==> config.mk <==
export PLATFORM = sky130hd
export DESIGN_NAME = updown_mod_counter
export DESIGN_NICKNAME = d
export VERILOG_FILES = /design/src/rtl/counter_pkg.sv /design/src/rtl/counter_prescaler.sv /design/src/rtl/updown_mod_counter.sv
export SDC_FILE = /design/constraint.sdc
export NUM_CORES = 1
export LEC_CHECK = 0
export BUFFER_PORTS_ARGS = -buffer_cell sky130_fd_sc_hd__buf_2
export CAP_MARGIN = 20
export CORE_ASPECT_RATIO = 1.4
export CORE_MARGIN = 5
export CORE_UTILIZATION = 45
export CTS_CLUSTER_SIZE = 25
export DETAILED_ROUTE_END_ITERATION = 12
export GPL_ROUTABILITY_DRIVEN = 0
export PLACE_DENSITY = 0.82
export SYNTH_ARGS = -nofsm -noshare
export SYNTH_HDL_FRONTEND = slang
export SYNTH_SLANG_ARGS = --single-unit
export TNS_END_PERCENT = 10
==> constraint.sdc <==
create_clock -name clk -period 1.99 [get_ports clk]
set_clock_uncertainty 0.05 [all_clocks]
set_input_delay 0.0995 -clock clk [delete_from_list [all_inputs] [get_ports clk]]
set_output_delay 0.0995 -clock clk [all_outputs]
set_load 0.03 [all_outputs]
==> src/rtl/counter_pkg.sv <==
// counter_pkg: shared FSM state encoding for the up/down modulo counter
package counter_pkg;
    localparam int STATE_W = 2;
    typedef enum logic [STATE_W-1:0] {
        IDLE = 2'b00,
        UP   = 2'b01,
        DOWN = 2'b10
    } state_t;
endpackage

==> src/rtl/counter_prescaler.sv <==
// counter_prescaler: issues one tick every div+1 enabled cycles, restarting when disabled or cleared
module counter_prescaler #(
    parameter int DIV_WIDTH = 4
) (
    input  logic                 clk,
    input  logic                 rst,
    input  logic                 clr,
    input  logic                 en,
    input  logic [DIV_WIDTH-1:0] div,
    output logic                 tick
);
    logic [DIV_WIDTH-1:0] cnt;

    assign tick = en && (cnt == div);

    // cycle counter restarts on reset, clear, idle or after each tick
    always_ff @(posedge clk) begin
        if (rst || clr || !en || tick)
            cnt <= '0;
        else
            cnt <= cnt + 1'b1;
    end
endmodule

==> src/rtl/updown_mod_counter.sv <==
// updown_mod_counter: FSM-controlled modulo up/down counter with wrap/saturate and flag pulses
// Optional prescaler enabled by defining COUNTER_PRESCALE_EN.
module updown_mod_counter
    import counter_pkg::*;
#(
    parameter int COUNTER_WIDTH  = 8,
    parameter int MAX_COUNT      = 2**COUNTER_WIDTH-1,
    parameter bit SATURATE       = 1'b0
`ifdef COUNTER_PRESCALE_EN
    ,
    parameter int PRESCALE_WIDTH = 4
`endif
) (
    input  logic                     clk,
    input  logic                     rst,
    input  logic                     act,
    input  logic                     up_dwn_n,
    input  logic                     load,
    input  logic [COUNTER_WIDTH-1:0] load_val,
    input  logic                     clr,
`ifdef COUNTER_PRESCALE_EN
    input  logic [PRESCALE_WIDTH-1:0] presc,
`endif
    output logic [COUNTER_WIDTH-1:0] count,
    output logic                     ovflow,
    output logic                     unflow,
    output logic [STATE_W-1:0]       state_o
);
    localparam logic [COUNTER_WIDTH-1:0] MAX = MAX_COUNT[COUNTER_WIDTH-1:0];

    state_t state;
    logic   tick;
    logic   step_up;
    logic   step_dn;
    logic   at_max;
    logic   at_min;

`ifdef COUNTER_PRESCALE_EN
    counter_prescaler #(.DIV_WIDTH(PRESCALE_WIDTH)) u_presc (
        .clk  (clk),
        .rst  (rst),
        .clr  (clr | load),
        .en   (state != IDLE),
        .div  (presc),
        .tick (tick)
    );
`else
    assign tick = 1'b1;
`endif

    assign step_up = (state == UP) && tick;
    assign step_dn = (state == DOWN) && tick;
    assign at_max  = (count == MAX);
    assign at_min  = (count == '0);
    assign state_o = state;

    // state follows act/direction every cycle; count obeys clr > load > step, flags mark boundary steps
    always_ff @(posedge clk) begin
        if (rst) begin
            state  <= IDLE;
            count  <= '0;
            ovflow <= 1'b0;
            unflow <= 1'b0;
        end else begin
            state  <= !act ? IDLE : (up_dwn_n ? UP : DOWN);
            ovflow <= 1'b0;
            unflow <= 1'b0;
            if (clr)
                count <= '0;
            else if (load)
                count <= (load_val > MAX) ? MAX : load_val;
            else if (step_up) begin
                count  <= at_max ? (SATURATE ? MAX : '0) : count + 1'b1;
                ovflow <= at_max;
            end else if (step_dn) begin
                count  <= at_min ? (SATURATE ? '0 : MAX) : count - 1'b1;
                unflow <= at_min;
            end
        end
    end
endmodule

# Word level (Yosys, flattened, before mapping)
# Index checks and enable logic that the tools add are counted.
dict set report totals {
  ff_bits 12
  in_bits 14
  wordCells 26
}
dict set report classes {
  eq_ne 3
  addsub 2
  n_lt_le_gt_ge 1
  muxes 7
  bitwise 3
  reduce_logical 6
}
# op count
set op_table {}
lappend op_table {{two-way mux 8 bit} 6}
lappend op_table {{adder 8 x 1 -> 8 bit, second input constant} 1}
lappend op_table {{== test 8 bit, second input constant} 1}
lappend op_table {{greater-than comparator 8 bit, second input constant} 1}
lappend op_table {{zero test 8 bit} 1}
lappend op_table {{subtractor 8 x 1 -> 8 bit, second input constant} 1}
lappend op_table {{OR reduction 5 bit} 1}
lappend op_table {{OR reduction 2 bit} 2}
lappend op_table {{OR reduction 4 bit} 1}
lappend op_table {{inverter 1 bit} 3}
lappend op_table {{nonzero test 3 bit} 1}
lappend op_table {{== test 2 x 1 -> 1 bit, second input constant} 1}
lappend op_table {{== test 2 bit, second input constant} 1}
lappend op_table {{two-way mux 2 bit} 1}

# Logic depth before layout (Yosys ltp)
# Gate-level depths: netlist of the first run.
dict set report depth {
  ltp_word 5
  mapped_depth 7
}

# Worst setup path after synthesis of the first run
# No wires, ideal clock.
dict set report synth_path {
  path_kind {reg2reg}
  startpoint {reg count[0]}
  endpoint {reg count[2]}
  synth_period_minus_slack_ns 1.748
  slack_ns 0.242
  required_time_ns 1.821
  setup_time_ns 0.119
  n_path_buf 0
  arrival_ns 1.579
  path_stages_with_launch 8
  cell_sequence {dfxtp_1 -> inv_1 -> ha_1 -> xor2_1 -> nor3_1 -> a221oi_2 -> o21ai_0 -> a21oi_1}
}
dict set report synth_between {
  elab_chain_cells 5
}
# element line
set synth_rtl {}
lappend synth_rtl {{start, declared} updown_mod_counter.sv:24} ;# output logic [COUNTER_WIDTH-1:0] count,
lappend synth_rtl {{start signal, assigned} updown_mod_counter.sv:71} ;# count <= (load_val > MAX) ? MAX : load_val;
lappend synth_rtl {{start signal, assigned} updown_mod_counter.sv:73} ;# count <= at_max ? (SATURATE ? MAX : '0) : count + 1'b1;
lappend synth_rtl {{start signal, assigned} updown_mod_counter.sv:76} ;# count <= at_min ? (SATURATE ? '0 : MAX) : count - 1'b1;
lappend synth_rtl {{subtractor 8 x 1 -> 8 bit / zero test 8 bit (equally long branches)} {updown_mod_counter.sv:76, updown_mod_counter.sv:54}}
lappend synth_rtl {{two-way mux 8 bit} updown_mod_counter.sv:76}
lappend synth_rtl {{two-way mux 8 bit} updown_mod_counter.sv:75} ;# end else if (step_dn) begin
lappend synth_rtl {{two-way mux 8 bit (*)} updown_mod_counter.sv:72} ;# else if (step_up) begin
lappend synth_rtl {{two-way mux 8 bit (*)} updown_mod_counter.sv:70} ;# else if (load)
# Mark *: on every way between the ends. The rest lies on a longest branch, timed or not. The select of a mux whose other input is x is not followed.
# A chain may end at the register's enable or synchronous reset.

# Worst setup path in the final report of the first run
dict set report layout_path {
  startpoint {reg count[1]}
  endpoint {reg count[2]}
}
# The elaborated chain is that of the path after synthesis.

==> results of run 1 <==
==> final cells by class <==
type	count	area (um2)
multi-input cells	92	624.3
fillers	193	840.8
flip-flops and latches	12	241.5
clock buffers	4	36.28
inverters	6	22.52
well taps	21	26.28
repair buffers	34	205.2
==> state kept, by name, indices dropped and copies added (netlist names) <==
register  cells
unflow        1
count         8
ovflow        1
state_o       2
==> report_power, final <==
part	total [uW]	switching (uW)	internal, uW
Combinational	201	113	88.5
Sequential	270	19.9	250
Clock	205	93.9	111
==> cells in the final DEF, fill, tap and decap left out, types with 2 or more instances in the layout <==
| cell | count |
|---|---|
| a21oi_1 | 6 |
| a31oi_1 | 6 |
| and3_1 | 2 |
| buf_2 | 25 |
| buf_4 | 4 |
| clkbuf_4 | 3 |
| dfxtp_1 | 11 |
| dlygate4sd3_1 | 5 |
| ha_1 | 3 |
| inv_1 | 6 |
| mux2i_1 | 2 |
| nand2_1 | 8 |
| nand2b_1 | 2 |
| nand3_1 | 5 |
| nand3b_1 | 3 |
| nor2_1 | 8 |
| nor3_1 | 6 |
| nor3b_1 | 2 |
| nor4_1 | 4 |
| o211ai_1 | 3 |
| o21ai_0 | 4 |
| o21ai_1 | 2 |
| o32ai_1 | 2 |
| or2_2 | 2 |
| xnor2_1 | 2 |
| xor2_1 | 2 |
==> final timing paths <==
| check | start | end | slack (ps) | cells past startpoint |
|---|---|---|---|---|
| max | count[1]$_SDFFE_PP0P_ | count[2]$_SDFFE_PP0P_ | 210 | 7 |
| min | act | state_o[0]$_SDFF_PP0_ | 20 | 2 |
| max reg2reg | count[1]$_SDFFE_PP0P_ | count[2]$_SDFFE_PP0P_ | 210 | 7 |
| min reg2reg | count[0]$_SDFFE_PP0P_ | count[0]$_SDFFE_PP0P_ | 470 | 2 |
==> synthesized netlist by cell type (2+ instances only) <==
library cell   n
a31oi_1        6
xor2_1         2
inv_1          6
nand3_1        5
buf_6          2
clkbuf_2       2
o21ai_0        4
nor3b_1        2
and3_1         2
a21oi_1        6
nand2b_1       2
o211ai_1       3
dfxtp_1       12
nor3_1         6
nor2_1         8
mux2i_1        2
nor4_1         4
or2_2          2
xnor2_1        2
nand2_1        8
o21ai_1        2
ha_1           3
o32ai_1        2
buf_2          3
nand3b_1       3
clkbuf_1       2
==> kinds of logic (layout without fill, tap and decap cells) <==
logic type	after synthesis	count (layout)	synth area share, %
buffers and inverters	17	44	9.317
AO/OA/AOI/OAI	32	32	23.49
adder cells (fa/ha/maj)	3	3	3.937
XOR/XNOR	4	4	3.675
AND/OR/NAND/NOR	51	51	32.28
multiplexers	2	2	2.100
flip-flops	12	12	25.20
==> timing repair <==
| action | 4_1_cts | 5_1_grt |
|---|---|---|
| endpoints found under the hold margin | 3 | 1 |
| resized for setup | 0 | 1 |
| setup endpoints to repair | 0 | 1 |
| setup buffers | 0 | 1 |
| hold buffers | 4 | 1 |
==> layer usage <==
layer | up-vias | share of wire [%] | wire [um]
met5 | - | 0 | 0
met4 | 0 | 1.6 | 41
met3 | 4 | 6.6 | 165
met2 | 49 | 52 | 1305
met1 | 441 | 40 | 998
li1 | 503 | - | -
==> through the flow <==
| stage | instance area (um2) | hold slack, ps | utilization (%) |
|---|---|---|---|
| finish | 1156 | 20.83 | 57.89 |
| global route | 1156 | 11.59 | 57.89 |
| CTS | 1137 | 5.896 | 56.95 |
| detailed placement | 1061 | 228.8 | 53.13 |
| global placement | 1061 | 223.3 | 53.13 |
| floorplan | 953.4 | 124.6 | - |
==> key figures, run 1 <==
Run status
  • Status: finished, final reports clean

Worst setup path
  • Crit path buffers/inverters: 1
  • Worst setup EP type: flop
  • Slowest stage delay, CP: 380 ps
  • Setup crit start kind: flop
  • Critical Path AT: 1940 ps
  • WS Path Type: flop to flop
  • Crit-path slowest cell: dfxtp_1
  • Worst EP required: between 2000 and 2500 ps
  • Cells along the critical path: inv_1, ha_1, nor4b_4, nand2_2, a221oi_2, o21ai_0, a21oi_1
  • Critical path fanouts, max: 8
  • Delay-heaviest family, CP: compound AO/OA/AOI/OAI gates

Logic synthesis
  • Syn nets: approximately 140
  • Yosys top cell by area: dfxtp_1
  • Post-synth ARST share: 0%
  • Number of synthesized register bits: 12
  • Sequential cell area fraction in the yosys report: about a quarter
  • Distinct cell type count after synthesis: 46
  • Primary FF master, synth: dfxtp_1
  • Synthesized area: between 900 and 1000 um2
  • Ys Warns: 0
  • Synth area leaders: dfxtp_1 (25%), a31oi_1 (3.9%), ha_1 (3.9%), a21oi_1 (3.1%), nor3_1 (3.1%)
  • Yosys top cell area share: between 20% and 30%
  • Post-synth EDFFs: 0
  • Mapped Cells: between 100 and 150
  • Synthesized area per cell: around 8 um2

STA
  • Final worst slack: between 200 and 250 ps
  • F_max: around 560 MHz
  • Setup TNS: 0 ps
  • Final min period: 1780 ps
  • Final Hold Viols: 0
  • Worst-margin pin slew: ~460 ps
  • Setup Viol. Count Final: 0
  • Final Slew Violations: 0
  • Tcrit/Tclk final: 89.47%
  • Rel. slew slack: about 70%
  • Unrepaired setup endpoints after global routing: false

Route
  • Via count of the routed design: 997
  • Via density: roughly 5.9
  • DRC Markers: 0
  • Final wirelength: 2511 um
  • TritonRoute pass-1 iters: 4
  • Iteration-0 DRC Markers: 40
  • Post-route ant nets: 0
  • DR WL/cell: between 10 and 15 um

Global routing
  • Global-route wire length before repair: 4326 um
  • Initial antenna violation count: 0
  • Vias in the first global route: around 980
  • GR peak layer: met2
  • Grt met1 use: 20.03%
  • Largest net degree at the start of global routing: 22
  • Met3 Use GR: 3.670%
  • Total grt overflow: 0
  • GRT Total Usage: approximately 17%
  • Met2 Usage GRT: between 20% and 30%

CTS
  • TritonCTS buffer count: 3
  • Worst skew pair latency: 290 ps
  • Clock Path Buffers: 2
  • H-tree Lvls: 1
  • TritonCTS Sinks: 12
  • Clk pin slew, worst setup/hold paths: approximately 90 ps
  • CTS tree: done
  • CTS Root Cell: clkbuf_4

Placement
  • Placed Cells incl. Taps: about 160
  • DP Wirelength: roughly 1900 um
  • Buffers on Ports: 25
  • Dpl ws: approximately 190 ps

Floorplan
  • Core box area: 1997 um2
  • Starting density of the core: a little under half
  • Row count: 19
  • Die height: roughly 64 um
  • I/O Pins: 26
  • Die Wd: 48.90 um
  • DIE AREA: ~3200 um2

Run
  • Max Cap Violations: 0

Power and ir drop
  • Static Leak: between 0.0005 and 0.0006 uW
  • PwrDens: around 590 nW/um2
  • VDD IR max: ~340 uV
  • PnR Total Power: around 680 uW

Layout
  • Final Non-Filler Cells: 169
  • Synthesis-to-layout area growth: 21.26%
  • Nets@finish: between 150 and 200
  • Proportion of layout cells with a drive suffix above 1: ~29%
  • Ant diodes: 0

Worst hold path
  • HP Class: input pin to flop
Note: power is estimated with default switching activity, not from simulation.
==> run 2, diff against run 1 <==
--- a/config.mk
+++ b/config.mk
@@ -7,13 +7,12 @@
 export LEC_CHECK = 0
 export BUFFER_PORTS_ARGS = -buffer_cell sky130_fd_sc_hd__buf_2
 export CAP_MARGIN = 20
-export CORE_ASPECT_RATIO = 1.4
 export CORE_MARGIN = 5
 export CORE_UTILIZATION = 45
 export CTS_CLUSTER_SIZE = 25
 export DETAILED_ROUTE_END_ITERATION = 12
 export GPL_ROUTABILITY_DRIVEN = 0
-export PLACE_DENSITY = 0.82
+export PLACE_DENSITY_LB_ADDON = 0.08
 export SYNTH_ARGS = -nofsm -noshare
 export SYNTH_HDL_FRONTEND = slang
 export SYNTH_SLANG_ARGS = --single-unit
==> run 2 against run 1 <==
  * Fmax decreased by 1.1%
  * Highest routed layer unchanged
  * Clock power shrank 24%
  * Cell count grew 1.8%
  * Count of clock-buffer cells in the layout fell by 1
  * Sequential share of layout area increased by 0.40 points
==> key figures, run 2 (same netlist as run 1, synthesis figures left out) <==
Floorplan
  • Starting density of the core: 48.11% (+0.36 points)
  • Die height: 56.03 um (-13%)
  • Row count: 16 (-3)
  • DIE AREA: 3139 um2 (-0.40%)
  • Core box area: 1982 um2 (-0.75%)
  • Die Wd: 56.03 um (+15%)
  • I/O Pins: 26 (unchanged)

STA
  • Rel. slew slack: 68.05% (-1.1 points)
  • Setup Viol. Count Final: 0 (unchanged)
  • Final Slew Violations: 0 (unchanged)
  • Final Hold Viols: 0 (unchanged)
  • Worst Hold Slack: 12.28 ps (-8.548 ps)
  • Final min period: 1800 ps (+19.25 ps)
  • Unrepaired setup endpoints after global routing: false
  • Worst-margin pin slew: 477.5 ps (+18.45 ps)
  • Setup TNS: 0 ps (unchanged)
  • Tcrit/Tclk final: 90.43% (+0.97 points)
  • F_max: 555.7 MHz (-1.1%)

Layout
  • Most common cell after layout, fill and taps aside: buf_2
  • Fillers: 191 (-1.0%)
  • Most frequent cells in the layout: buf_2 (25), dfxtp_1 (12), nor2_1 (8), nand2_1 (8)
  • Synthesis-to-layout area growth: 18.37%
  • Top reg by flops: count
  • Proportion of layout cells with a drive suffix above 1: 28.28% (-0.78 points)
  • Ant diodes: 0 (unchanged)
  • Register area: 240.2 um2 (-0.52%)
  • Multi-input logic area: 624.3 um2 (unchanged)
  • Largest register FFs: 8 (unchanged)
  • Nets@finish: 164 (-1.2%)

Run status
  • Status: finished, final reports clean

Route
  • Met1 WL: 1156 um (+16%)
  • Final wirelength: 2576 um (+2.6%)
  • DR WL met3: 191 um (+16%)
  • Iteration-0 DRC Markers: 43 (+7.5%)
  • Via count of the routed design: 1004 (+0.70%)
  • Top Metal Used: met4
  • DRC Markers: 0 (unchanged)
  • Post-route ant nets: 0 (unchanged)
  • DR WL/cell: 14.98 um (+0.80%)
  • TritonRoute pass-1 iters: 4 (unchanged)
  • Met2 Wirelength: 1200 um (-8.0%)
  • Via density: 5.837 (-1.1%)

CTS
  • TritonCTS buffer count: 3 (unchanged)
  • CTS Root Cell: clkbuf_4
  • TritonCTS Sinks: 12 (unchanged)
  • CTS tree: done
  • H-tree Lvls: 1 (unchanged)
  • Post-CTS Setup Bufs: 0 (unchanged)
  • Worst skew pair latency: 270 ps (-20 ps)
  • Clk pin slew, worst setup/hold paths: 80 ps (about the same)
  • Clock Path Buffers: 2 (unchanged)
  • CTS resizes: 0 (unchanged)

Worst setup path
  • Critical path fanouts, max: 8 (unchanged)
  • Setup crit start: count[0]$_SDFFE_PP0P_
  • Slowest stage delay, CP: 390 ps (about the same)
  • Crit-path slowest cell: dfxtp_1
  • Delay-heaviest family, CP: compound AO/OA/AOI/OAI gates
  • Worst setup EP type: flop
  • Critical R2R Launch: count[0]$_SDFFE_PP0P_
  • Cells along the critical path: inv_1, ha_1, nor4b_4, nand2_2, a221oi_2, o21ai_0, a21oi_1
  • Worst path depth: 7 (unchanged)
  • R2r endpoint: count[2]$_SDFFE_PP0P_
  • Critical Path AT: 1960 ps (+20 ps)
  • Worst EP required: 2150 ps (about the same)
  • Setup crit end: count[2]$_SDFFE_PP0P_
  • Worst reg2reg setup slack: 190 ps (-20 ps)
  • Crit path buffers/inverters: 1 (unchanged)
  • Worst-case reg-to-reg path depth: 7 (unchanged)
  • WS Path Type: flop to flop
  • Setup crit start kind: flop

Worst hold path
  • HP Class: input pin to flop

Run
  • Max Cap Violations: 0 (unchanged)

Power and ir drop
  • VDD IR max: 357.1 uV (+6.3%)
  • Static Leak: 0.0004881 uW (-3.0%)
  • PwrDens: 548.1 nW/um2 (-6.4%)

Global routing
  • Global-route wire length before repair: 4443 um (+2.7%)
  • Vias in the first global route: 919 (-5.9%)
  • Total grt overflow: 0 (unchanged)
  • Largest net degree at the start of global routing: 22 (unchanged)
  • Initial antenna violation count: 0 (unchanged)
  • GRT Total Usage: 17.40% (+0.65 points)

Placement
  • DP Wirelength: 1896 um (-0.77%)
  • Buffers on Ports: 25 (unchanged)
==> run 2: cell count changes in the layout (fill, tap and decap cells not counted) <==
cell,before,now
dfxtp_1,11,12
dfxtp_2,1,0
clkbuf_8,1,0
dlygate4sd3_1,5,3
==> run 2: worst register-to-register path: stages (launching register included) <==
cell      delay, ps
dfxtp_1         390
inv_1           140
ha_1            170
nor4b_4         320
nand2_2         150
a221oi_2        260
o21ai_0         110
a21oi_1         140
==> run 2: layer usage <==
layer,global-route usage (%),vias to the layer above
met3,2.320,4
met4,6.102,0
li1,-,498
met1,24.10,455
met5,0,-
met2,27.38,47
==> run 2: area by class of cell <==
cell class / count / area share, %
tap: 27 / 2.993
timing repair buffer: 32 / 16.41
inverter: 6 / 1.996
clock buffer: 3 / 1.996
sequential: 12 / 21.29
multi-input combinational: 92 / 55.32
==> run 2: worst min-delay path by stage <==
| stage | to | slack [ps] | from | depth (start not counted) |
|---|---|---|---|---|
| final | count[1]$_SDFFE_PP0P_ | 10 | load_val[1] | 3 |
| after floorplan | state_o[1]$_SDFF_PP0_ | 120 | up_dwn_n | 1 |
| after CTS | count[1]$_SDFFE_PP0P_ | 10 | load_val[1] | 3 |
| after global routing | count[4]$_SDFFE_PP0P_ | 40 | load_val[4] | 3 |
| after detailed placement | state_o[1]$_SDFF_PP0_ | 230 | up_dwn_n | 2 |
| after global placement | state_o[1]$_SDFF_PP0_ | 220 | up_dwn_n | 2 |
==> run 2: power breakdown <==
group	total [uW]	internal (uW)	switching, uW
clock network	155	70.1	84.5
registers	269	250	19.1
logic	195	82.0	113
total	619	402	216
==> run 2: repair_timing <==
action	in CTS	in global routing
endpoints found under the hold margin	2	0
hold buffers	3	0
setup endpoints to repair	0	0
==> run 2: stage by stage <==
step | total power (uW) | worst slack, ps | instances | utilization [%] | instance area (um2)
after detailed placement | 463.7 | 226.5 | 166 | 54.29 | 1076
final | 618.5 | 190.4 | 172 | 56.94 | 1129
after CTS | 619.3 | 202.0 | 172 | 56.94 | 1129
after global routing | 648.7 | 6.194 | 172 | 56.94 | 1129
after floorplan | 416.6 | 242.1 | 121 | - | 953.4
after global placement | 464.1 | 147.5 | 166 | 54.29 | 1076
==> run 3, diff against run 2 <==
--- a/config.mk
+++ b/config.mk
@@ -5,9 +5,9 @@
 export SDC_FILE = /design/constraint.sdc
 export NUM_CORES = 1
 export LEC_CHECK = 0
+export ABC_AREA = 1
 export BUFFER_PORTS_ARGS = -buffer_cell sky130_fd_sc_hd__buf_2
 export CAP_MARGIN = 20
-export CORE_MARGIN = 5
 export CORE_UTILIZATION = 45
 export CTS_CLUSTER_SIZE = 25
 export DETAILED_ROUTE_END_ITERATION = 12
==> constraint.sdc (replaced) <==
create_clock -name clk -period 1.5 [get_ports clk]
set_clock_uncertainty 0.05 [all_clocks]
set_input_delay 0.075 -clock clk [delete_from_list [all_inputs] [get_ports clk]]
set_output_delay 0.075 -clock clk [all_outputs]
set_load 0.03 [all_outputs]
==> run 3 against run 2 <==
  * Cell count is 23% higher
  * Non-clock buffer count up 2
  * Sequential power rose by 34%
  * Largest power group unchanged
==> key figures, run 3 <==
STA
  • F_max: 708.6 MHz (+28%)
  • Final Hold Viols: 0 (unchanged)
  • Unrepaired setup endpoints after global routing: true
  • Tcrit/Tclk final: 94.08% (+3.6 points)
  • Final min period: 1411 ps (-388.4 ps)
  • Setup Viol. Count Final: 0 (unchanged)
  • Final Slew Violations: 0 (unchanged)
  • Setup TNS: 0 ps (unchanged)
  • Rel. slew slack: 78.84% (+11 points)
  • Worst-margin pin slew: 317.5 ps (-160.0 ps)
  • Final worst slack: 88.75 ps (-101.6 ps)

Placement
  • DP Wirelength: 1855 um (-2.2%)
  • Placed cell area: 1121 um2 (+4.2%)
  • Placed Cells incl. Taps: 203 (+22%)
  • Dpl ws: -48.80 ps (-275.3 ps)
  • Buffers on Ports: 25 (unchanged)

Floorplan
  • Die height: 47.88 um (-15%)
  • Core box area: 1962 um2 (-1.0%)
  • Die Wd: 47.88 um (-15%)
  • Starting density of the core: 48.28% (+0.17 points)
  • I/O Pins: 26 (unchanged)
  • DIE AREA: 2292 um2 (-27%)
  • Row count: 16 (unchanged)

Logic synthesis
  • Syn nets: 167 (+21%)
  • Post-synth EDFFs: 0 (unchanged)
  • Cell with the most instances after synthesis: nand2_1
  • Synthesized area: 947.2 um2 (-0.66%)
  • Distinct cell type count after synthesis: 28 (-39%)
  • Ys Warns: 0 (unchanged)
  • Post-synth ARST share: 0% (unchanged)
  • Synthesized area per cell: 6.314 um2 (-20%)
  • Primary FF master, synth: dfxtp_1
  • Mapped Cells: 150 (+24%)
  • Yosys top cell by area: dfxtp_1
  • Synth area leaders: dfxtp_1 (25%), nand2_1 (13%), inv_1 (7.5%), nand3_1 (6.9%), a21oi_1 (5.8%)
  • Number of synthesized register bits: 12 (unchanged)
  • Sequential cell area fraction in the yosys report: 25.36% (+0.17 points)
  • Yosys top cell area share: 25.36% (+0.17 points)
  • Top post-synthesis cells by count: nand2_1 (33), inv_1 (19), nand3_1 (13), dfxtp_1 (12), a21oi_1 (11)

Route
  • DRC Markers: 0 (unchanged)
  • Post-route ant nets: 0 (unchanged)
  • TritonRoute pass-1 iters: 4 (unchanged)
  • DR WL/cell: 11.94 um (-20%)
  • Final wirelength: 2519 um (-2.2%)
  • Iteration-0 DRC Markers: 44 (+2.3%)
  • Via count of the routed design: 1096 (+9.2%)
  • Via density: 5.194 (-11%)

Global routing
  • Global-route wire length before repair: 3912 um (-12%)
  • Total grt overflow: 0 (unchanged)
  • GRT Total Usage: 24.46% (+7.1 points)
  • Largest net degree at the start of global routing: 16 (-27%)
  • Vias in the first global route: 886 (-3.6%)
  • Initial antenna violation count: 0 (unchanged)

CTS
  • Clk pin slew, worst setup/hold paths: 90 ps (about the same)
  • TritonCTS Sinks: 12 (unchanged)
  • Worst skew pair latency: 290 ps (+20 ps)
  • Clock Path Buffers: 2 (unchanged)
  • TritonCTS buffer count: 3 (unchanged)
  • CTS tree: done
  • CTS Root Cell: clkbuf_4
  • H-tree Lvls: 1 (unchanged)

Worst setup path
  • Worst EP required: 1640 ps (-510 ps)
  • Worst setup EP type: flop
  • Critical path fanouts, max: 6 (-2)
  • Setup crit start kind: flop
  • WS Path Type: flop to flop
  • Critical Path AT: 1550 ps (-410 ps)

Worst hold path
  • HP Class: input pin to flop

Run
  • Max Cap Violations: 0 (unchanged)

Layout
  • Final instance area: 1222 um2 (+8.3%)
  • Final Non-Filler Cells: 211 (+23%)
  • Synthesis-to-layout area growth: 29.06%
  • Largest register FFs: 8 (unchanged)
  • Proportion of layout cells with a drive suffix above 1: 34.24% (+6.0 points)
  • Ant diodes: 0 (unchanged)
  • Top reg by flops: count
  • Most frequent cells in the layout: nand2_1 (32), buf_2 (25), inv_1 (18)
  • Nets@finish: 202 (+23%)
  • Most common cell after layout, fill and taps aside: nand2_1
  • Fillers: 198 (+3.7%)

Power and ir drop
  • Static Leak: 0.0006253 uW (+28%)
  • VDD IR max: 607.9 uV (+70%)
  • PwrDens: 755.7 nW/um2 (+38%)

Run status
  • Status: finished, final reports clean
==> run 3: changes by cell type after synthesis, sizes merged, moves of 3 or more <==
cell | previous run | this run
nand3b | 3 | 0
buf | 7 | 3
clkbuf | 4 | 1
inv | 6 | 22
nand3 | 5 | 14
o21ai | 6 | 11
a31oi | 6 | 0
nor2 | 8 | 14
a21oi | 6 | 12
nand2 | 9 | 37
nor4 | 4 | 1
==> run 3: stage by stage <==
step	total power (uW)	utilization (%)	hold slack (ps)
global route	977.0	62.31	74.83
floorplan	560.5	-	101.1
CTS	916.8	61.16	31.63
detailed placement	636.0	57.14	202.9
finish	923.7	62.31	32.89
global placement	634.4	57.14	199.2
==> run 3: cell families (layout without fill, tap and decap cells) <==
| kind of cell | Yosys count | in the layout | share of synthesized area [%] |
|---|---|---|---|
| AO/OA/AOI/OAI | 26 | 26 | 15.06 |
| AND/OR/NAND/NOR | 80 | 80 | 41.48 |
| adder cells (fa/ha/maj) | 3 | 3 | 3.963 |
| XOR/XNOR | 3 | 3 | 2.775 |
| flip-flops | 12 | 12 | 25.36 |
| buffers and inverters | 26 | 60 | 11.36 |
==> run 3: final timing paths <==
path / depth (start not counted) / end / from / slack (ps)
max: 7 / count[2]$_SDFFE_PP0P_ / count[0]$_SDFFE_PP0P_ / 90
min: 3 / count[4]$_SDFFE_PP0P_ / load_val[4] / 30
max reg2reg: 7 / count[2]$_SDFFE_PP0P_ / count[0]$_SDFFE_PP0P_ / 90
min reg2reg: 2 / count[7]$_SDFFE_PP0P_ / count[7]$_SDFFE_PP0P_ / 560
==> run 3: power by group <==
group          total [uW]  leakage [uW]  internal [uW]  switching, uW
registers             360      0.000101            334           26.1
logic                 284      0.000503            107            177
clock network         280     0.0000210            148            132
total                 924      0.000625            589            335
==> run 3: area by class of cell <==
| cell class | count | area [um2] | share of cell area [%] |
|---|---|---|---|
| Clock buffer | 4 | 36.28 | 2.968 |
| Timing Repair Buffer | 34 | 202.7 | 16.58 |
| Multi-Input combinational cell | 112 | 616.8 | 50.46 |
| Inverter | 22 | 82.58 | 6.755 |
| Tap cell | 27 | 33.78 | 2.764 |
| Sequential cell | 12 | 250.2 | 20.47 |
==> run 3: layer usage <==
metal  part of all wire (%)  vias up  GRT usage, %
li1                       -      561             -
met1                     47      490         33.41
met2                     46       38         40.00
met3                    5.3        7         4.528
met4                    1.4        0         5.000
met5                      0        -             0
==> run 3: worst max-delay path: stages (launching register included) <==
cell	delay, ps
dfxtp_4	390
inv_2	60
ha_1	260
xor2_1	150
o21ai_0	170
nand4_1	130
nand2_1	80
inv_1	30
==> run 3: what timing repair did <==
item                                   CTS  global route
setup endpoints to repair                7             8
pin swaps                                0             1
resized for setup                        1            10
endpoints found under the hold margin    2             0
setup buffers                            0             0
hold buffers                             4             0
